==> src/rtl/stk_pipe_wrbk.sv <==
// stk_pkg: shared stack-pipeline types; stk_pipe_wrbk: writeback stage.
//
// stk_pipe_wrbk consumes MEM-stage microcode plus banked PREV/DATA SRAM
// read data. It returns registered head/tail updates to the lookup RFs,
// returns popped pointers to the allocator, and queues one response per
// command in a small FIFO. It also back-pressures lookup through a stall flag.
//
// Ports:
//   clk, rst               clock, synchronous active-high reset
//   i_mem_*                MEM-stage slot: valid, engine, opcode, bank, popped
//                          ptr, empty flag, head/tail update microcode
//   i_prev_ptr_dout        PREV SRAM read data, one word per bank
//   i_ptr_dat_dout         DATA SRAM read data, one word per bank
//   o_wrbk_uc_*_r          registered head/tail update to the lookup RFs
//   o_free_vld_r/ptr_r     pointer returned to the allocator
//   o_rsp_*, i_rsp_rdy     response channel (valid/ready)
//   o_lk_stall_r           lookup must not issue
//   o_rsp_ovfl_r           sticky: a response was dropped

package stk_pkg;
   localparam int BANKS_N = 4;
   localparam int PTR_W   = 8;
   localparam int ENGS_N  = 4;
   localparam int DAT_W   = 128;

   typedef logic [$clog2(ENGS_N)-1:0]  engid_t;
   typedef logic [$clog2(BANKS_N)-1:0] bank_id_t;
   typedef logic [PTR_W-1:0]           ptr_t;
   typedef enum logic [1:0] {OP_NOP, OP_PUSH, OP_POP, OP_INV} opcode_t;

   typedef struct packed {
      engid_t           engid;
      opcode_t          opcode;
      logic             err;
      logic [DAT_W-1:0] dat;
   } rsp_t;
endpackage

module stk_pipe_wrbk
   import stk_pkg::*;
#(
   parameter int RSP_DEPTH = 4
) (
   input  logic                            clk,
   input  logic                            rst,
   input  logic                            i_mem_vld_r,
   input  engid_t                          i_mem_engid_r,
   input  opcode_t                         i_mem_opcode_r,
   input  bank_id_t                        i_mem_bankid_r,
   input  ptr_t                            i_mem_ptr_r,
   input  logic                            i_mem_empty_r,
   input  logic                            i_mem_head_vld_r,
   input  ptr_t                            i_mem_head_ptr_r,
   input  logic                            i_mem_head_from_prev_r,
   input  logic                            i_mem_tail_vld_r,
   input  ptr_t                            i_mem_tail_ptr_r,
   input  logic [BANKS_N-1:0][PTR_W-1:0]   i_prev_ptr_dout,
   input  logic [BANKS_N-1:0][DAT_W-1:0]   i_ptr_dat_dout,
   output logic                            o_wrbk_uc_vld_r,
   output engid_t                          o_wrbk_uc_engid_r,
   output logic                            o_wrbk_uc_head_vld_r,
   output ptr_t                            o_wrbk_uc_head_ptr_r,
   output logic                            o_wrbk_uc_tail_vld_r,
   output ptr_t                            o_wrbk_uc_tail_ptr_r,
   output logic                            o_free_vld_r,
   output ptr_t                            o_free_ptr_r,
   output logic                            o_rsp_vld,
   input  logic                            i_rsp_rdy,
   output engid_t                          o_rsp_engid,
   output opcode_t                         o_rsp_opcode,
   output logic                            o_rsp_err,
   output logic [DAT_W-1:0]                o_rsp_dat,
   output logic                            o_lk_stall_r,
   output logic                            o_rsp_ovfl_r
);

   localparam int             AW        = $clog2(RSP_DEPTH);
   localparam logic [AW:0]    FULL_CNT  = (AW+1)'(RSP_DEPTH);
   // Two commands (LK and MEM) may already be in flight when stall is seen.
   localparam logic [AW:0]    STALL_CNT = (AW+1)'(RSP_DEPTH-2);

   logic          cmd, err, pop_ok;
   ptr_t          head_ptr_nxt;
   rsp_t          rsp_in, rsp_head;
   rsp_t          fifo [RSP_DEPTH];
   logic [AW-1:0] rd_ptr, wr_ptr;
   logic [AW:0]   count, count_nxt;
   logic          full, deq, wr_en;

   always_comb begin
      cmd          = i_mem_vld_r & (i_mem_opcode_r != OP_NOP);
      err          = cmd & (i_mem_opcode_r == OP_POP) & i_mem_empty_r;
      pop_ok       = cmd & (i_mem_opcode_r == OP_POP) & ~err;
      head_ptr_nxt = i_mem_head_from_prev_r ? i_prev_ptr_dout[i_mem_bankid_r]
                                            : i_mem_head_ptr_r;
      rsp_in.engid  = i_mem_engid_r;
      rsp_in.opcode = i_mem_opcode_r;
      rsp_in.err    = err;
      rsp_in.dat    = pop_ok ? i_ptr_dat_dout[i_mem_bankid_r] : '0;
   end

   // A full FIFO still accepts a write when a slot frees in the same cycle.
   always_comb begin
      full      = (count == FULL_CNT);
      deq       = (count != '0) & i_rsp_rdy;
      wr_en     = cmd & (~full | deq);
      count_nxt = count + {{AW{1'b0}}, wr_en} - {{AW{1'b0}}, deq};
   end

   assign rsp_head     = fifo[rd_ptr];
   assign o_rsp_vld    = (count != '0);
   assign o_rsp_engid  = rsp_head.engid;
   assign o_rsp_opcode = rsp_head.opcode;
   assign o_rsp_err    = rsp_head.err;
   assign o_rsp_dat    = rsp_head.dat;

   always_ff @(posedge clk) begin
      if (rst) begin
         o_wrbk_uc_vld_r      <= 1'b0;
         o_wrbk_uc_engid_r    <= '0;
         o_wrbk_uc_head_vld_r <= 1'b0;
         o_wrbk_uc_head_ptr_r <= '0;
         o_wrbk_uc_tail_vld_r <= 1'b0;
         o_wrbk_uc_tail_ptr_r <= '0;
         o_free_vld_r         <= 1'b0;
         o_free_ptr_r         <= '0;
         o_lk_stall_r         <= 1'b0;
         o_rsp_ovfl_r         <= 1'b0;
         rd_ptr               <= '0;
         wr_ptr               <= '0;
         count                <= '0;
         for (int i = 0; i < RSP_DEPTH; i++) fifo[i] <= '0;
      end else begin
         // Valid bits pulse once per command; fields hold between commands.
         o_wrbk_uc_vld_r      <= cmd;
         o_wrbk_uc_head_vld_r <= cmd & i_mem_head_vld_r & ~err;
         o_wrbk_uc_tail_vld_r <= cmd & i_mem_tail_vld_r & ~err;
         if (cmd) begin
            o_wrbk_uc_engid_r    <= i_mem_engid_r;
            o_wrbk_uc_head_ptr_r <= head_ptr_nxt;
            o_wrbk_uc_tail_ptr_r <= i_mem_tail_ptr_r;
         end
         o_free_vld_r <= pop_ok;
         if (pop_ok) o_free_ptr_r <= i_mem_ptr_r;

         if (wr_en) begin
            fifo[wr_ptr] <= rsp_in;
            wr_ptr       <= wr_ptr + 1'b1;
         end
         if (deq) rd_ptr <= rd_ptr + 1'b1;
         count <= count_nxt;
         if (cmd & full & ~deq) o_rsp_ovfl_r <= 1'b1;
         o_lk_stall_r <= (count_nxt >= STALL_CNT);
      end
   end

endmodule
==> config.mk <==
export PLATFORM = sky130hd
export DESIGN_NAME = stk_pipe_wrbk
export DESIGN_NICKNAME = d
export VERILOG_FILES = /design/src/rtl/stk_pipe_wrbk.sv
export SDC_FILE = /design/constraint.sdc
export NUM_CORES = 1
export LEC_CHECK = 0
export ABC_AREA = 0
export ABC_CLOCK_PERIOD_IN_PS = 47000
export CAP_MARGIN = 10
export CORE_AREA = 2 2 293 295
export DETAILED_ROUTE_END_ITERATION = 12
export DIE_AREA = 0 0 295 297
export GPL_ROUTABILITY_DRIVEN = 0
export GPL_TIMING_DRIVEN = 0
export HOLD_SLACK_MARGIN = 0.12
export PLACE_DENSITY_LB_ADDON = 0.3
export SYNTH_ARGS = -nofsm -noshare
export SYNTH_HDL_FRONTEND = slang
export SYNTH_SLANG_ARGS = --single-unit
export TNS_END_PERCENT = 100
==> constraint.sdc <==
create_clock -name clk -period 47 [get_ports clk]
set_input_delay 14.1 -clock clk [delete_from_list [all_inputs] [get_ports clk]]
set_output_delay 14.1 -clock clk [all_outputs]
set_load 0.05 [all_outputs]
==> run metrics, run 1 <==
outcome=finished clean; CTS Buffer Depth=3; Routed WL per cell=around 24 µm; routed via count=approximately 18000; crit-path leading delay family=buffers and inverters; Post-synth EDFFs=around 530; Starting Density=0.332; Layout Nets=3089; crit path launch type=register; NetSw=around 0.5 mW; synthesis-to-finish area growth=40.9%; Die Footprint=around 0.09 mm²; Seq pwr share=0.382; crit-path max cell delay=between 1 and 1.5 ns; Congestion Overflow GR=0; Reg-to-Reg Start=count[1]; Synth Flop Type=edfxtp_1; total power divided by cell area=around 40 mW/mm²; crit path buf inv count=4; Synth async-reset ratio=0; Slew Limit Fails=0; largest net degree at the start of global routing=24; layout cells sized above 1=0.191; Mapped Nets=roughly 2200; Max IR drop VDD=around 0.000024 V; RSZ-0062 raised after global routing=false; Comb pwr share=0.328; Die W=between 200 and 300 µm; min-delay src=o_free_ptr_r[6]; Post-DRT Antenna Nets=0; Fillers=7303; Max Cap Viol=0; Cells after Synth=roughly 1700; worst path required time=approximately 33 ns; crit path max fanout=10; Min-Delay Path Class=reg -> reg; Rel. slew slack=0.256; I/O pin count=between 700 and 800; 1st-iter DRT viols=between 1000 and 1500; PostCTS Resize Cnt=0; synth unique cells=46; CP cell instances=clkbuf_1, clkbuf_1, buf_1, mux4_2, clkdlybuf4s50_1; CP max-delay cell=clkdlybuf4s50_1; Clock power frac=0.290; total negative slack=0 ns; pre-CTS setup slack=between 20 and 30 ns; post-CTS setup buffer count=0; top routing layer in use=met5; yosys warns=0; Core Box Area=around 0.084 mm²; Worst Max-Slew Pin Slew=between 1 and 1.5 ns; crit share post-route=0.395; routed vias/inst=4.93; DP HPWL=between 60 and 70 mm; initial antenna violation count=8; Skew-Pair Late Insertion Delay=roughly 0.61 ns; die extent in y=297 µm; global-route wire length before repair=128 mm; Pint=1.07 mW; Clock transition at path regs=roughly 0.06 ns; Root Buffer=clkbuf_16; hold_buf cts=0; final setup margin=approximately 28 ns; fin crit period=roughly 19 ns; Critical Path End Type=output port; Num CTS Buffers=60; Residual DRC=0; setup violators final=0; vias in the first global route=around 20000; crit path kind=reg -> out; routed wire length=around 89 mm; Register Area=between 0.015 and 0.02 mm²; CTS sink count=roughly 570; CTS H-tree depth=2; CP arrival=between 4 and 5 ns; CTS tree=done; Avg Cell Area, Syn=between 15 and 20 µm²; Leak=between 10 and 15 nW; sequential-to-total area share from yosys stat=0.599; #FFs+latches synth=~570; Syn Std Cell Area=around 0.028 mm²; Hold Vio Cnt, Final=0; multi-input logic area=slightly above 0.01 mm²; highest clock rate=roughly 54 MHz; Switching Fraction=0.322; met2 WL=48.0 mm; CP dominant cell by count=clkbuf_1; WL met3=between 6 and 7 mm; Total GRT Usage=0.199; TritonRoute pass-1 iters=5; M1 wire length=~32 mm; worst clock skew=roughly 0.030 ns; Site Rows=about 110; port buffer count=~740
## metrics by stage
step / power (mW) / instance area, µm² / hold WS, ns / util / instances
floorplan: 0.933 / 28100 / 0.485 / - / 1663
global placement: 1.14 / 36900 / 0.445 / 0.437 / 3551
CTS: 1.59 / 39500 / 0.463 / 0.468 / 3691
finish: 1.57 / 39500 / 0.463 / 0.468 / 3695
detailed placement: 1.14 / 37700 / 0.452 / 0.446 / 3586
global route: 1.63 / 39500 / 0.475 / 0.468 / 3693
## per-layer routing
metal,GRT usage,up-vias
met2,0.372,682
met5,0,-
li1,-,8094
met3,0.0433,114
met4,0.0656,2
met1,0.222,9326
## Yosys cell counts, types with 8 or more instances
| cell type | number | area (µm²) |
|---|---|---|
| edfxtp_1 | 532 | 16000 |
| and2_1 | 513 | 3210 |
| mux4_2 | 261 | 5880 |
| clkbuf_1 | 44 | 165 |
| buf_2 | 41 | 205 |
| dfxtp_1 | 41 | 821 |
| nand2_1 | 37 | 139 |
| nor2_1 | 32 | 120 |
| buf_8 | 30 | 450 |
| a21oi_1 | 20 | 100 |
| inv_1 | 12 | 45.0 |
| mux2_2 | 12 | 135 |
| buf_6 | 10 | 113 |
| a211oi_1 | 8 | 60.1 |
| a222oi_1 | 8 | 80.1 |
## layout make-up
class                           count  share of cell area
Antenna cell                        4            0.000253
Buffer                            133              0.0257
Clock buffer                       77              0.0406
Clock inverter                     28             0.00636
Inverter                           12             0.00114
Multi-Input combinational cell    945               0.259
Sequential cell                   573               0.425
Tap cell                         1144              0.0362
Timing Repair Buffer              779               0.206
## cells by family after synthesis
group / synth area share
compound gates: 0.0115
xor+xnor: 0.00125
fa+ha+maj: 0.00161
buf+inv: 0.0378
flops: 0.599
mux: 0.216
simple gates: 0.133
## power by group through the flow
| stage | combinational, mW | sequential (mW) | clock [mW] |
|---|---|---|---|
| after global placement | 0.510 | 0.633 | 0 |
| after detailed placement | 0.524 | 0.612 | 0 |
| after floorplan | 0.307 | 0.626 | 0 |
| after global routing | 0.541 | 0.604 | 0.483 |
| final | 0.516 | 0.601 | 0.457 |
| after CTS | 0.526 | 0.601 | 0.465 |
## flip-flops by register name, summed over array words and instances, names as in the netlist, named ones only
| register | cells |
|---|---|
| fifo | 532 |
| wr_ptr | 2 |
| o_wrbk_uc_head_vld_r | 1 |
| o_lk_stall_r | 1 |
| o_free_ptr_r | 8 |
| o_free_vld_r | 1 |
| o_wrbk_uc_head_ptr_r | 8 |
| o_rsp_ovfl_r | 1 |
| rd_ptr | 2 |
| o_wrbk_uc_engid_r | 2 |
| o_wrbk_uc_tail_vld_r | 1 |
| o_wrbk_uc_tail_ptr_r | 8 |
| o_wrbk_uc_vld_r | 1 |
| count | 3 |
## worst reg2reg max path, delay by kind of cell, from the launching register on
kind	cells	cell delay [ns]
AO/OA/AOI/OAI	1	0.55
buffers and inverters	7	1.43
flip-flops	1	0.49
AND/OR/NAND/NOR	1	0.14
## worst paths after layout
path,endpoint,slack (ns),cells past startpoint
min reg2reg,o_free_ptr_r[6],0.46,2
max reg2reg,fifo[2][88],44.09,9
max,o_rsp_dat[114],28.42,5
min,o_free_ptr_r[6],0.46,2
## cell usage in the layout (no fill, tap or decap), types with 3 or more instances in the layout
cell type        synthesis  final
clkdlybuf4s50_1          0    744
edfxtp_1               532    532
and2_1                 513    513
mux4_2                 261    261
clkbuf_16                0     61
clkbuf_1                44     57
buf_8                   30     45
buf_2                   41     41
dfxtp_1                 41     41
nand2_1                 37     37
nor2_1                  32     32
a21oi_1                 20     20
buf_12                   3     13
inv_1                   12     12
mux2_2                  12     12
buf_6                   10     11
clkinv_2                 0     10
clkinv_1                 0      9
buf_16                   0      9
a222oi_1                 8      8
a211oi_1                 8      8
nor2b_1                  5      5
diode_2                  0      4
nor3_1                   4      4
mux2_1                   4      4
buf_1                    4      4
bufinv_16                0      4
nand3_1                  3      3
nand2b_1                 3      3
nor4_4                   3      3
xnor2_1                  3      3
No activity file was read; power rests on OpenSTA's default activity.
==> run 2, diff against run 1 <==
ABC_CLOCK_PERIOD_IN_PS = 19200   (was 47000)
clock period = 19.2 ns   (was 47 ns; I/O delays follow)
==> results of run 2 <==
Same layout as run 1 (identical final DEF). Status: finished clean.
Among the figures that moved: setup slack after placement 28.82 ns -> 9.36 ns; setup slack after layout 28.42 ns -> 8.96 ns; register-to-register setup slack 44.09 ns -> 16.29 ns; total power 1.57 mW -> 3.85 mW; worst IR drop on VDD 0.0000244 V -> 0.0000597 V
==> run 3, diff against run 2 <==
ABC_CLOCK_PERIOD_IN_PS = 9800   (was 19200)
clock period = 9.8 ns   (was 19.2 ns; I/O delays follow)
==> run metrics, run 3 (synthesis gave the netlist of run 1 again) <==
outcome=finished clean; TritonRoute pass-1 iters=5; crit path capture=o_rsp_dat[115]; crit-path max cell delay=1.07 ns; routed via count=around 18000; routed vias/inst=around 4.9; CTS sink count=573; crit share post-route=0.750; die extent in y=~300 µm; setup violators final=0; Max Cap Viol=0; CP dominant cell by count=clkbuf_1; Hold Vio Cnt, Final=0; Residual DRC=0; Post-DRT Antenna Nets=0; vias in the first global route=19900; layout cells sized above 1=0.196; highest clock rate=between 100 and 150 MHz; synthesis-to-finish area growth=42.2%; crit path kind=reg -> out; Worst Reg-to-Reg Cells=8; Largest Register=fifo; reg2reg end=fifo[0][94]; hold_buf cts=0; total power divided by cell area=between 150 and 200 mW/mm²; global-route wire length before repair=around 130 mm; Starting Density=0.332; Total GRT Usage=0.196; I/O pin count=748; CP arrival=about 4.4 ns; Leak=about 14 nW; post-CTS setup buffer count=0; Rel. slew slack=0.171; PostCTS Resize Cnt=0; commonest non-fill, non-tap cells in the layout=744 x clkdlybuf4s50_1, 532 x edfxtp_1, 513 x and2_1; max reg flops=532; Die Footprint=around 0.09 mm²; Skew-Pair Late Insertion Delay=0.59 ns; 1st-iter DRT viols=roughly 1200; Max IR drop VDD=approximately 0.00011 V; Clock transition at path regs=~0.06 ns; crit path launch type=register; crit path max fanout=10; Site Rows=107; CP cell instances=clkbuf_1, clkbuf_1, buf_1, mux4_2, clkdlybuf4s50_1; Congestion Overflow GR=0; Critical Path End Type=output port; final core utilization=0.472; CTS Buffer Depth=3; Core Box Area=roughly 0.084 mm²; Min-Delay Path Class=reg -> reg; CTS tree=done; worst path required time=between 6 and 7 ns; routed wire length=a little under 90 mm; DP HPWL=around 65 mm; Layout Nets=3096; largest net degree at the start of global routing=24; worst clock skew=0.0167 ns; Routed WL per cell=23.6 µm; commonest non-fill, non-tap cell in the layout=clkdlybuf4s50_1; Die W=roughly 300 µm; Reg2Reg Setup Slack=6.62 ns; CP max-delay cell=clkdlybuf4s50_1; CTS H-tree depth=3; Num CTS Buffers=66; Reg-to-Reg Start=wr_ptr[1]; Root Buffer=clkbuf_16; fin crit period=7.35 ns; port buffer count=roughly 740; initial antenna violation count=7; Slew Limit Fails=0; Worst Max-Slew Pin Slew=around 1.2 ns; RSZ-0062 raised after global routing=false; WHS=~0.46 ns
[run 3: cell types whose count changed in the layout (fill, tap and decap cells not counted), sizes merged]
cell	change
buf	+1
bufinv	+2
inv	+5
clkinv	+5
clkinvlp	+2
diode	+1
[run 3: area by class of cell]
type	count	area, µm²
Fill cell	7268	44600
Sequential cell	573	16800
Multi-Input combinational cell	945	10200
Timing Repair Buffer	780	8170
Clock buffer	77	1710
Tap cell	1144	1430
Buffer	133	1020
Clock inverter	42	448
Inverter	12	45.0
Antenna cell	5	12.5
[run 3: report_power, final]
group | leakage [nW] | internal, mW | switching, mW
Sequential | 5.90 | 2.83 | 0.0484
Clock | 1.05 | 1.43 | 1.04
Combinational | 7.27 | 1.04 | 1.44
Total | 14.2 | 5.30 | 2.52
[run 3: layer usage]
layer | vias up | share of wire | track usage
met2 | 668 | 0.53 | 0.358
met5 | - | 0 | 0
met1 | 9209 | 0.38 | 0.227
met4 | 0 | 0.028 | 0.0629
li1 | 8105 | - | -
met3 | 115 | 0.070 | 0.0397
[run 3: worst min path at each step]
| stage | from | end | slack (ns) | cells after the start |
|---|---|---|---|---|
| 6_report | o_free_ptr_r[0] | o_free_ptr_r[0] | 0.46 | 2 |
| 4_1_cts | o_free_ptr_r[2] | o_free_ptr_r[2] | 0.46 | 2 |
| 3_5_place_dp | o_wrbk_uc_engid_r[0] | o_wrbk_uc_engid_r[0] | 0.45 | 2 |
| 3_3_place_gp | o_free_ptr_r[7] | o_free_ptr_r[7] | 0.44 | 2 |
| 2_1_floorplan | rd_ptr[1] | register | 0.48 | 2 |
| 5_1_grt | o_free_ptr_r[7] | o_free_ptr_r[7] | 0.48 | 2 |
[run 3: per-stage QoR]
stage | setup WS, ns | setup TNS, ns | total power, mW | cell area, µm² | cells
3_5_place_dp | 2.85 | 0 | 5.45 | 37700 | 3587
2_1_floorplan | -0.346 | -91.99 | 4.45 | 28100 | 1663
5_1_grt | 2.24 | 0 | 8.10 | 39900 | 3710
6_report | 2.45 | 0 | 7.83 | 39900 | 3711
3_3_place_gp | -6.75 | -2071.30 | 5.42 | 37000 | 3551
4_1_cts | 2.21 | 0 | 7.93 | 39900 | 3706
[run 3: worst max-delay path, delay by kind of cell (launching register included)]
kind,cells,cell delay [ns]
buffers and inverters,4,3.14
multiplexers,1,0.34
flip-flops,1,0.30
